### config.mk
export PLATFORM = sky130hd
export DESIGN_NAME = pmp
export DESIGN_NICKNAME = d
export VERILOG_FILES = /design/src/rtl/pmp.sv
export SDC_FILE = /design/constraint.sdc
export NUM_CORES = 1
export LEC_CHECK = 0
export BUFFER_PORTS_ARGS = -buffer_cell sky130_fd_sc_hd__buf_2
export CAP_MARGIN = 25
export CORE_MARGIN = 2
export CORE_UTILIZATION = 25
export DETAILED_ROUTE_END_ITERATION = 12
export MAX_ROUTING_LAYER = met4
export PLACE_DENSITY = 0.47
export SYNTH_ARGS = -nofsm -noshare
export SYNTH_HDL_FRONTEND = slang
export SYNTH_SLANG_ARGS = --single-unit
### constraint.sdc
create_clock -name clk -period 6.9 [get_ports clk]
set_input_delay 1.725 -clock clk [delete_from_list [all_inputs] [get_ports clk]]
set_output_delay 1.725 -clock clk [all_outputs]
set_load 0.02 [all_outputs]
### src/rtl/pmp.sv
// PMP: region-based access checker for the core data port with a bus-slave register file.
// Optional fault logging (status / fault_addr / fault_cnt) is built only with macro PMP_FAULT_LOG_EN.
module pmp #(
  parameter int NUM_REGION = 4,
  parameter int CNT_W      = 16
) (
  input  logic        clk,
  input  logic        rst,
  input  logic        req_i,
  input  logic        we_i,
  input  logic [31:0] addr_i,
  input  logic [31:0] data_i,
  output logic [31:0] data_o,
  output logic        ack_o,
  input  logic        chk_req_i,
  input  logic        chk_we_i,
  input  logic [31:0] chk_addr_i,
  output logic        pmp_exception_o
);

  localparam logic [7:0] CFG_MASK = 8'h87;

  function automatic logic region_hit(input logic [7:0] cfg, input logic [31:0] base,
                                      input logic [31:0] limit, input logic [31:0] addr);
    return cfg[2] && (base <= addr) && (addr < limit);
  endfunction

  logic [7:0]  cfg_q   [4];
  logic [31:0] base_q  [4];
  logic [31:0] limit_q [4];

  logic        mapped_s;
  logic [3:0]  grp_s;
  logic [1:0]  idx_s;
  logic        reg_ok_s;
  logic        wr_s;
  logic [1:0]  perm_s;
  logic        exc_s;
  logic [31:0] rdata_s;
  logic        unused_addr_s;

  assign unused_addr_s = ^addr_i[31:28];
  assign mapped_s      = (addr_i[27:8] == 20'h0) && (addr_i[1:0] == 2'b00);
  assign grp_s         = addr_i[7:4];
  assign idx_s         = addr_i[3:2];
  assign reg_ok_s      = (int'(idx_s) < NUM_REGION);
  assign wr_s          = req_i && we_i && mapped_s && !rst;

  // Lowest-index matching region decides; no match leaves both permissions granted.
  always_comb begin
    perm_s = 2'b11;
    for (int i = NUM_REGION - 1; i >= 0; i--) begin
      perm_s = region_hit(cfg_q[i], base_q[i], limit_q[i], chk_addr_i) ? cfg_q[i][1:0] : perm_s;
    end
  end

  assign exc_s           = !rst && chk_req_i && (chk_we_i ? !perm_s[1] : !perm_s[0]);
  assign pmp_exception_o = exc_s;
  assign ack_o           = req_i && !rst;
  assign data_o          = (req_i && !we_i && !rst) ? rdata_s : 32'h0;

  // Region register file; a set L bit freezes the whole region until reset.
  always_ff @(posedge clk) begin
    if (rst) begin
      for (int i = 0; i < 4; i++) begin
        cfg_q[i]   <= 8'h00;
        base_q[i]  <= 32'h0;
        limit_q[i] <= 32'h0;
      end
    end else begin
      for (int i = 0; i < NUM_REGION; i++) begin
        if (wr_s && (int'(idx_s) == i) && !cfg_q[i][7]) begin
          case (grp_s)
            4'h0:    cfg_q[i]   <= data_i[7:0] & CFG_MASK;
            4'h1:    base_q[i]  <= data_i;
            4'h2:    limit_q[i] <= data_i;
            default: ;
          endcase
        end
      end
    end
  end

`ifdef PMP_FAULT_LOG_EN
  localparam logic [CNT_W-1:0] CNT_MAX = {CNT_W{1'b1}};
  localparam logic [CNT_W-1:0] CNT_ONE = CNT_W'(1);

  logic [1:0]       status_q, status_d;
  logic [31:0]      fault_addr_q;
  logic [CNT_W-1:0] fault_cnt_q, fault_cnt_d;
  logic             status_wr_s;
  logic             cnt_wr_s;

  assign status_wr_s = wr_s && (grp_s == 4'h3) && (idx_s == 2'd0);
  assign cnt_wr_s    = wr_s && (grp_s == 4'h3) && (idx_s == 2'd2);

  // A violation in the same cycle wins over W1C and over the counter clear.
  always_comb begin
    status_d    = status_q;
    fault_cnt_d = fault_cnt_q;
    if (exc_s) begin
      status_d = {chk_we_i, 1'b1};
    end else if (status_wr_s) begin
      status_d = status_q & ~data_i[1:0];
    end else begin
      status_d = status_q;
    end
    if (cnt_wr_s) begin
      fault_cnt_d = exc_s ? CNT_ONE : {CNT_W{1'b0}};
    end else if (exc_s && (fault_cnt_q != CNT_MAX)) begin
      fault_cnt_d = fault_cnt_q + CNT_ONE;
    end else begin
      fault_cnt_d = fault_cnt_q;
    end
  end

  // Fault log state.
  always_ff @(posedge clk) begin
    if (rst) begin
      status_q     <= 2'b00;
      fault_addr_q <= 32'h0;
      fault_cnt_q  <= {CNT_W{1'b0}};
    end else begin
      status_q    <= status_d;
      fault_cnt_q <= fault_cnt_d;
      if (exc_s) begin
        fault_addr_q <= chk_addr_i;
      end else begin
        fault_addr_q <= fault_addr_q;
      end
    end
  end
`endif

  // Register read mux.
  always_comb begin
    rdata_s = 32'h0;
    if (mapped_s) begin
      case (grp_s)
        4'h0:    rdata_s = reg_ok_s ? {24'h0, cfg_q[idx_s]} : 32'h0;
        4'h1:    rdata_s = reg_ok_s ? base_q[idx_s] : 32'h0;
        4'h2:    rdata_s = reg_ok_s ? limit_q[idx_s] : 32'h0;
`ifdef PMP_FAULT_LOG_EN
        4'h3: begin
          case (idx_s)
            2'd0:    rdata_s = {30'h0, status_q};
            2'd1:    rdata_s = fault_addr_q;
            2'd2:    rdata_s = 32'(fault_cnt_q);
            default: rdata_s = 32'h0;
          endcase
        end
`endif
        default: rdata_s = 32'h0;
      endcase
    end else begin
      rdata_s = 32'h0;
    end
  end

endmodule

==> impl_results.md <==
* Outcome: complete, but fails checks
* Violated checks: DRC
* Critical path required time at 5.18 ns
* IO buf count at around 130
* Critical path class: in2out
* Final Hold Viols at 0
* CTS tree: built
* Final std cells w/o fill at 2755
* Layout filler cell count at between 7000 and 8000
* GRT Total Usage at between 10% and 20%
* Max-Cap Viols at 0
* CTS root buffer: clkbuf_16
* Clk_skew at ~0.0096 ns
* Cell Chain, Critical Path: buf_2, ha_1, nand3_2, or3_1, or4_1, nand4_1, a21oi_2, and4_4, a221o_1, o32ai_1, buf_4, buf_2
* Pwr dens at approximately 190 mW/mm2
* Vias per cell at 4.759
* H-tree Lvls at 1
* Share of cells above drive strength 1 at 17.99%
* Top-area cell type share of the netlist area at 44.22%
* Seq/Total Area, Yosys at between 40% and 50%
* Ys async rst share at 0%
* Post-Syn Area at about 0.018 mm2
* Synthesis Warnings at 0
* WL final at just over 60000 um
* #FFs+latches synth at between 200 and 300
* Synth area leader: edfxtp_1
* Hold Buf Count CTS at 0
* Critical path data arrival time at 4.86 ns
* Core box area at ~0.073 mm2
* Clock share of power at between 40% and 50%
* Slew headroom at 33.76%
* DIE WIDTH at approximately 280 um
* Drt wl/cell at approximately 23 um
* Setup_tns at 0 ns
* Drt pass-1 iters at 9
* Remaining global-route overflow at 0
* Clk Latency, worst-skew pair at between 0.5 and 0.6 ns
* CP Capture Type: primary output
* Detailed Place HPWL at between 40000 and 50000 um
* Area of the multi-input gates at ~0.0095 mm2
* CP max-delay cell: or4_1
* Post CTS Setup Buffer Count at 0
* Gpl congestion at around 0.86
* Main synth FF type: edfxtp_1
* Final min period at roughly 6.6 ns
* Row count at just under 100
* Crit path top cell by count: buf_2
* CTS clk-pin slew, worst paths at about 0.07 ns
* Net load switching power at roughly 1.1 mW
* Max clock buf depth at 3
* Fmax at 152.0 MHz
* Detailed-route via count at about 13000
* Count leader, synth: and2_1
* RSZ-0062 raised after global routing: no
* Crit-path max cell delay at 0.63 ns
* Routed Antenna Nets at 0
* Storage element area at 0.008168 mm2
* Largest net degree at the start of global routing at between 50 and 60
* Die height at about 280 um
* Nets at 2121
* P_int at ~3.0 mW
* Post-Place Cells at between 2000 and 3000
* # IOs at around 140
* Final Cycle Share at 95.37%
* Worst Hold Class: reg2reg
* First-pass GRT wire length at between 90000 and 100000 um
* CTS sink cnt at around 270
* Synth top cells by count: 279 x and2_1, 272 x edfxtp_1, 252 x ha_1
* Area grow syn2layout at 16.77%
* Die area at between 0.07 and 0.08 mm2
* Post-CTS resize count at 0
* Crit-path max FO at 5
* CTS buffer count at 30
* Initial Util at about a quarter
* LEAKAGE at ~8.9 nW
* Mean Syn Cell Area at ~11 um2
* CP Launch Type: input pin
* # setup viols final at 0
* Logic gate share of total power at a little over an eighth
* Switching share of power at about a quarter
* Initial antenna violation count at 5
* Vias in the first global route at ~14000
* Top cells by area, synth: edfxtp_1 44%, ha_1 17%, and2_1 9.4%, mux4_2 8.3%, inv_1 3.6%
* Syn_nets at a little under 2000
* Peak VDD IR at between 0.15 and 0.2 mV
* Number of synthesized flops with an enable pin at about 270
* Flop pwr share at between 40% and 50%
* Cell count after synthesis at 1613
* Unique masters post-synth at 57
* Drt initial violations at between 900 and 1000
* Max-slew violation count at 0
* Slew @ Worst Pin at 0.9936 ns
* # DRC at 10
## sequential cells by signal, indices dropped and copies added (netlist names)
name	cells
base_q	128
limit_q	128
cfg_q	16
## critical path, delay by kind of cell
kind / cells / cell delay [ns]
and+or+nand+nor: 5 / 1.70
buffers and inverters: 3 / 0.49
adders and majority gates: 1 / 0.32
AOI/OAI and AO/OA: 3 / 0.61
## logic make-up after synthesis
kind of cell | after synthesis | synth area share, %
AOI/OAI and AO/OA | 243 | 8.495
DFF | 272 | 44.22
muxes | 73 | 8.563
and+or+nand+nor | 542 | 16.92
buffers and inverters | 231 | 4.728
adders and majority gates | 252 | 17.07
## cells in the final DEF, fill, tap and decap left out, types with 4 or more instances in the layout
master / synthesis / layout
buf_2: 5 / 129
o22ai_1: 7 / 7
clkinvlp_4: 0 / 4
mux4_2: 68 / 68
nor2_1: 71 / 63
nand3_1: 22 / 22
nor3_1: 12 / 11
nor4_1: 13 / 13
clkinv_1: 0 / 4
clkinv_2: 0 / 4
clkbuf_16: 0 / 30
nor2b_1: 8 / 8
ha_1: 252 / 252
diode_2: 0 / 6
buf_12: 0 / 6
o2111ai_1: 5 / 5
o211ai_1: 7 / 7
a221oi_1: 6 / 6
nand4_1: 54 / 54
inv_1: 176 / 176
and2_1: 279 / 279
edfxtp_1: 272 / 272
nand2b_1: 9 / 9
a22oi_1: 30 / 30
clkbuf_1: 48 / 8
nand2_1: 35 / 35
mux2i_1: 5 / 5
o21ai_0: 40 / 40
or2_2: 16 / 16
buf_4: 0 / 42
a2111oi_0: 5 / 5
o21a_1: 4 / 4
a21o_1: 24 / 24
a21oi_1: 78 / 78
nor2_2: 0 / 8
bufinv_16: 0 / 4
a211oi_1: 14 / 14
## layer usage
layer / global-route usage (%) / vias to the layer above / part of all wire [%]
met5: - / - / 0
li1: - / 6277 / -
met4: 3.933 / 0 / 2.2
met3: 1.844 / 70 / 4.0
met2: 28.56 / 278 / 49
met1: 21.70 / 6485 / 45
## layout make-up
| type | count | area share, % |
|---|---|---|
| well taps | 959 | 5.564 |
| repair buffers | 177 | 5.012 |
| clock inverters | 17 | 0.9340 |
| multi-input cells | 1110 | 43.86 |
| flip-flops and latches | 272 | 37.87 |
| inverters | 176 | 3.063 |
| clock buffers | 38 | 3.620 |
| diodes | 6 | 0.06962 |
## power by group through the flow
stage | combinational, mW | sequential, mW | clock [mW]
2_1_floorplan | 0.326 | 1.92 | 0
3_3_place_gp | 0.548 | 1.94 | 0
3_5_place_dp | 0.561 | 1.94 | 0
4_1_cts | 0.565 | 1.90 | 1.69
5_1_grt | 0.621 | 1.91 | 1.76
6_report | 0.558 | 1.90 | 1.66
## stage by stage
step | hold WS, ns | instance area [um2] | setup slack [ns] | power (mW) | util, %
after floorplan | 0.8038 | 18470 | 1.170 | 2.247 | -
after global placement | 0.9085 | 20470 | 0.3194 | 2.486 | 28.01
after detailed placement | 0.9166 | 20570 | 0.3271 | 2.499 | 28.15
after CTS | 0.9109 | 21550 | 0.2948 | 4.158 | 29.49
after global routing | 0.9686 | 21560 | 0.1323 | 4.286 | 29.51
final | 0.9257 | 21570 | 0.3195 | 4.119 | 29.51
## path summary, 6_finish.rpt
path                                           startpoint                           end  slack, ns  cells after the start
worst max-delay path                       chk_addr_i[12]               pmp_exception_o       0.32                     12
worst min-delay path            cfg_q[2][3]$_SDFFCE_PN0P_     cfg_q[2][0]$_SDFFCE_PN0P_       0.93                      3
worst max register to register  cfg_q[2][3]$_SDFFCE_PN0P_  limit_q[2][11]$_SDFFCE_PN0P_       4.02                      5
worst min register to register  cfg_q[2][3]$_SDFFCE_PN0P_     cfg_q[2][0]$_SDFFCE_PN0P_       0.93                      3
(Power assumes the default switching activity.)
